**src/rtl/writeback_arbiter.sv**
```systemverilog
// Register-file write-port arbiter: port A (ALU/load) always wins, port B
// (long-latency unit) results queue in a small FIFO and fill idle slots.
module writeback_arbiter #(
  parameter int DEPTH = 4,
  parameter int XLEN  = 32
) (
  input  logic            clk,
  input  logic            reset,
  input  logic            alu_valid,
  input  logic [4:0]      alu_rd,
  input  logic [XLEN-1:0] alu_data,
  input  logic            lu_valid,
  output logic            lu_ready,
  input  logic [4:0]      lu_rd,
  input  logic [XLEN-1:0] lu_data,
  output logic            write_enable,
  output logic [4:0]      write_reg,
  output logic [XLEN-1:0] write_data,
  output logic [31:0]     pending_mask
);

  localparam int PW = $clog2(DEPTH);
  localparam logic [PW:0] FULL = (PW+1)'(DEPTH);

  logic [DEPTH-1:0] live;
  logic [4:0]       ent_rd   [DEPTH];
  logic [XLEN-1:0]  ent_data [DEPTH];
  logic [PW-1:0]    head, tail;
  logic [PW:0]      count;

  logic a_req, xfer, empty, pop, bypass, discard, push;

  assign lu_ready = !reset && (count != FULL);
  assign xfer     = lu_valid && lu_ready;
  assign a_req    = alu_valid && (alu_rd != 5'd0);
  assign empty    = (count == '0);
  assign pop      = !a_req && !empty;
  assign bypass   = !a_req && empty && xfer && (lu_rd != 5'd0);
  // A port-B result to the same register as a concurrent port-A write is stale.
  assign discard  = xfer && ((lu_rd == 5'd0) || (a_req && (lu_rd == alu_rd)));
  assign push     = xfer && !bypass && !discard;

  always_comb begin
    pending_mask = '0;
    for (int i = 0; i < DEPTH; i++) begin
      if (live[i]) pending_mask[ent_rd[i]] = 1'b1;
    end
    pending_mask[0] = 1'b0;
  end

  always_ff @(posedge clk) begin
    if (reset) begin
      head         <= '0;
      tail         <= '0;
      count        <= '0;
      live         <= '0;
      write_enable <= 1'b0;
      write_reg    <= '0;
      write_data   <= '0;
    end else begin
      // Port A is younger than everything queued, so it supersedes matching entries.
      for (int i = 0; i < DEPTH; i++) begin
        if (a_req && (ent_rd[i] == alu_rd)) live[i] <= 1'b0;
      end
      if (pop) begin
        live[head] <= 1'b0;
        head       <= head + PW'(1);
      end
      if (push) begin
        live[tail]     <= 1'b1;
        ent_rd[tail]   <= lu_rd;
        ent_data[tail] <= lu_data;
        tail           <= tail + PW'(1);
      end
      count <= count + (PW+1)'(push) - (PW+1)'(pop);

      if (a_req) begin
        write_enable <= 1'b1;
        write_reg    <= alu_rd;
        write_data   <= alu_data;
      end else if (pop) begin
        write_enable <= live[head];
        if (live[head]) begin
          write_reg  <= ent_rd[head];
          write_data <= ent_data[head];
        end
      end else if (bypass) begin
        write_enable <= 1'b1;
        write_reg    <= lu_rd;
        write_data   <= lu_data;
      end else begin
        write_enable <= 1'b0;
      end
    end
  end

endmodule

```
**config.mk**
```make
export PLATFORM = sky130hd
export DESIGN_NAME = writeback_arbiter
export DESIGN_NICKNAME = d
export VERILOG_FILES = /design/src/rtl/writeback_arbiter.sv
export SDC_FILE = /design/constraint.sdc
export NUM_CORES = 1
export LEC_CHECK = 0
export ABC_AREA = 1
export CAP_MARGIN = 15
export CORE_ASPECT_RATIO = 1.75
export CORE_MARGIN = 2
export CORE_UTILIZATION = 45
export DETAILED_ROUTE_END_ITERATION = 8
export PLACE_DENSITY = 0.68
export REMOVE_ABC_BUFFERS = 1
export SLEW_MARGIN = 20
export SYNTH_ARGS = -nofsm -noshare
export SYNTH_HDL_FRONTEND = slang
export SYNTH_SLANG_ARGS = --single-unit
```
**constraint.sdc**
```tcl
create_clock -name clk -period 5.8 [get_ports clk]
set_clock_uncertainty 0.05 [all_clocks]
set_input_delay 0.58 -clock clk [delete_from_list [all_inputs] [get_ports clk]]
set_output_delay 0.58 -clock clk [all_outputs]
set_load 0.1 [all_outputs]
```
==> flow_summary_export.csv <==
group,metric,value,unit
outcome,status,"finished clean",
timing,period_share,0.687,
global_route,grt_pass1_wl,46.1,mm
synthesis,synth_area_per_cell,8.99,um2
setup_path,crit_path_end_kind,"output pin",
synthesis,ys_warn_count,0,
synthesis,synth_area,0.00979,mm2
cts,cts_made_buffers,17,
power,cellPowerDensity,447,mW/mm2
power,power,5.35,mW
power,p_leak,4.44,nW
cells_and_area,fin_cells,1509,
timing,slew_headroom,0.191,
setup_path,required,5.17,ns
timing,finalSetupViolCount,0,
timing,tns,0,ns
cells_and_area,mostFrequentLayoutCells,"224 x nand2_1, 171 x nor2_1, 148 x edfxtp_1, 146 x clkdlybuf4s50_1, 86 x inv_1",
cts,cts-resized-gates,0,
setup_path,path_cells,"inv_1, nor3_1, inv_1, o221ai_1, clkdlybuf4s50_1",
cells_and_area,nets,1293,
synthesis,async_flop_share,0,
synthesis,synth_seq_cells,199,
setup_path,critPathSlowestCell,"clkdlybuf4s50_1",
global_route,grt_usage,0.271,
cells_and_area,top_register,"ent_data",
cts,path_clk_slew,0.08,ns
global_route,busiest_layer,"met2",
global_route,met3_usage,0.0497,
run,cap_violations,0,
cells_and_area,final_common_cell,"nand2_1",
timing,clock.fmax,251,MHz
timing,post-route-min-period,3.99,ns
global_route,use_met2,0.501,
placed_design,placed_cells,1477,
detailed_routing,routed_wl,30.0,mm
synthesis,synth_edf_count,148,
cts,cts_tree,"built",
placed_design,hpwlAfterDp,20.0,mm
cells_and_area,n_antenna_cell,0,
detailed_routing,vias,8278,
setup_path,crit_path_max_fanout,8,
cts,post-cts-setup-buffer-count,0,
power,peakVddDrop,0.284,mV
synthesis,synth_top_area_frac,0.454,
cts,cts_max_level,4,
global_route,antenna_found_initial,0,
worst_hold_path,worstHoldPathType,"register to register",
setup_path,crit_path_start_kind,"register",
worst_hold_path,hold_depth,2,
placed_design,place_area,0.0114,mm2
cts,clock_latency,0.44,ns
floorplanning,num_rows,71,
cells_and_area,largest_reg_flops,128,
synthesis,yosysTopAreaCell,"edfxtp_1",
floorplanning,start_util,0.457,
setup_path,path_class,"register to output pin",
cells_and_area,drive_gt1_frac,0.0477,
global_route,overflow,0,
detailed_routing,wire_per_inst,19.9,um
detailed_routing,ant_nets,0,
synthesis,synthCells,1089,
floorplanning,core,0.0214,mm2
timing,final_max_slew_viol_count,0,
floorplanning,dieArea,0.0230,mm2
detailed_routing,drc,0,
synthesis,ys_types,34,
cts,cts_root_buffer,"clkbuf_16",
floorplanning,die_w,116,um
cts,cts.hold.buffers_added,0,
detailed_routing,drt_iter0_drc,549,
global_route,grt_pass1_vias,8219,
setup_path,crit_path_frequent_cell,"inv_1",
timing,hold_viol,0,
global_route,grt_max_degree,81,
timing,rsz0062_at_grt,"no",
setup_path,r2r.worst_path.cells,13,
placed_design,routabilityCongestion,1.08,
cells_and_area,design_area,0.0120,mm2
floorplanning,die_h,199,um
floorplanning,ios,149,
global_route,use_met1,0.282,
synthesis,synth_ff_type,"edfxtp_1",
timing,worst_slew_pin_slew,1.21,ns
synthesis,synth_area_leaders,"edfxtp_1 45%, dfxtp_1 10%, nand2_1 8.6%",
cells_and_area,top_regs,"ent_data: 128 flops, write_data: 32 flops, ent_rd: 20 flops",
detailed_routing,vias_per_cell,5.49,
cts,cts_sinks,199,
detailed_routing,drt_pass1_iterations,5,
setup_path,arrival,3.36,ns
synthesis,seq_area_frac_synth,0.558,
placed_design,port_buffers,147,
setup_path,slowest_delay,1.20,ns
cts,clock_path_buffers,2,
cells_and_area,area_growth,22.3,%
==> worst max-delay path, delay by kind of cell, from the launching register on <==
family / cells / cell delay [ns]
buf+inv: 3 / 1.53
flops: 1 / 0.60
simple gates: 1 / 0.58
compound gates: 1 / 0.20
==> power by group <==
part	internal (mW)	total, mW	switching (mW)
Combinational	0.608	2.37	1.76
Clock	0.578	1.14	0.567
Sequential	1.72	1.84	0.115
==> cells by family (layout without fill, tap and decap cells) <==
family,count (synthesis),count (layout),share of synthesized area
XOR/XNOR,25,25,0.0224
flip-flops,199,199,0.558
AO/OA/AOI/OAI,187,187,0.120
buffers and inverters,155,283,0.0685
adder cells (fa/ha/maj),11,11,0.0148
AND/OR/NAND/NOR,511,511,0.216
other,1,1,0.000383
==> path summary, 6_finish.rpt <==
path	slack (ns)	end	startpoint
setup / recovery	1.81	pending_mask[16]	ent_rd[3][4]$_DFFE_PP_
setup reg to reg	2.72	count[2]$_SDFF_PP0_	count[2]$_SDFF_PP0_
hold / removal	0.42	write_reg[2]$_SDFFE_PP0P_	write_reg[2]$_SDFFE_PP0P_
hold reg to reg	0.42	write_reg[2]$_SDFFE_PP0P_	write_reg[2]$_SDFFE_PP0P_
==> synthesized netlist by cell type, types with 2 or more instances <==
library cell and count:
nand2_1 224, nor2_1 172, edfxtp_1 148, inv_1 90
nand3_1 81, o21ai_0 75, dfxtp_1 51, o22ai_1 35
clkbuf_1 34, o221ai_1 28, a21oi_1 25, o22a_1 17
xor2_1 17, buf_2 14, nor3_1 12, ha_1 10
nand4_1 8, xnor2_1 8, buf_4 7, buf_6 6
nand3b_1 6, nand2_2 3, o21a_1 3, clkinv_1 2
inv_2 2, o211ai_1 2, or2_2 2
==> cell type report <==
cell class	instances	area, um2
multi-input combinational	735	3670
clock buffer	19	433
clock inverter	13	151
tap	292	365
inverter	94	354
timing repair buffer	157	1540
sequential	199	5470
fill	1928	9430
==> metal layers <==
layer  up-vias  part of all wire  wire length (um)
li1       3941                 -                 -
met1      3935              0.36             10700
met2       309              0.54             16300
met3        93             0.050              1500
met4         0             0.052              1550
met5         -                 0                 0
==> per-stage QoR <==
stage                     utilization  hold WS, ns  setup slack [ns]
after global routing            0.559        0.452              1.76
after CTS                       0.560        0.423              1.85
after global placement          0.532        0.410              2.00
final                           0.559        0.423              1.81
after floorplan                     -        0.436             0.940
after detailed placement        0.532        0.412              1.99
No activity file was read; power rests on OpenSTA's default activity.
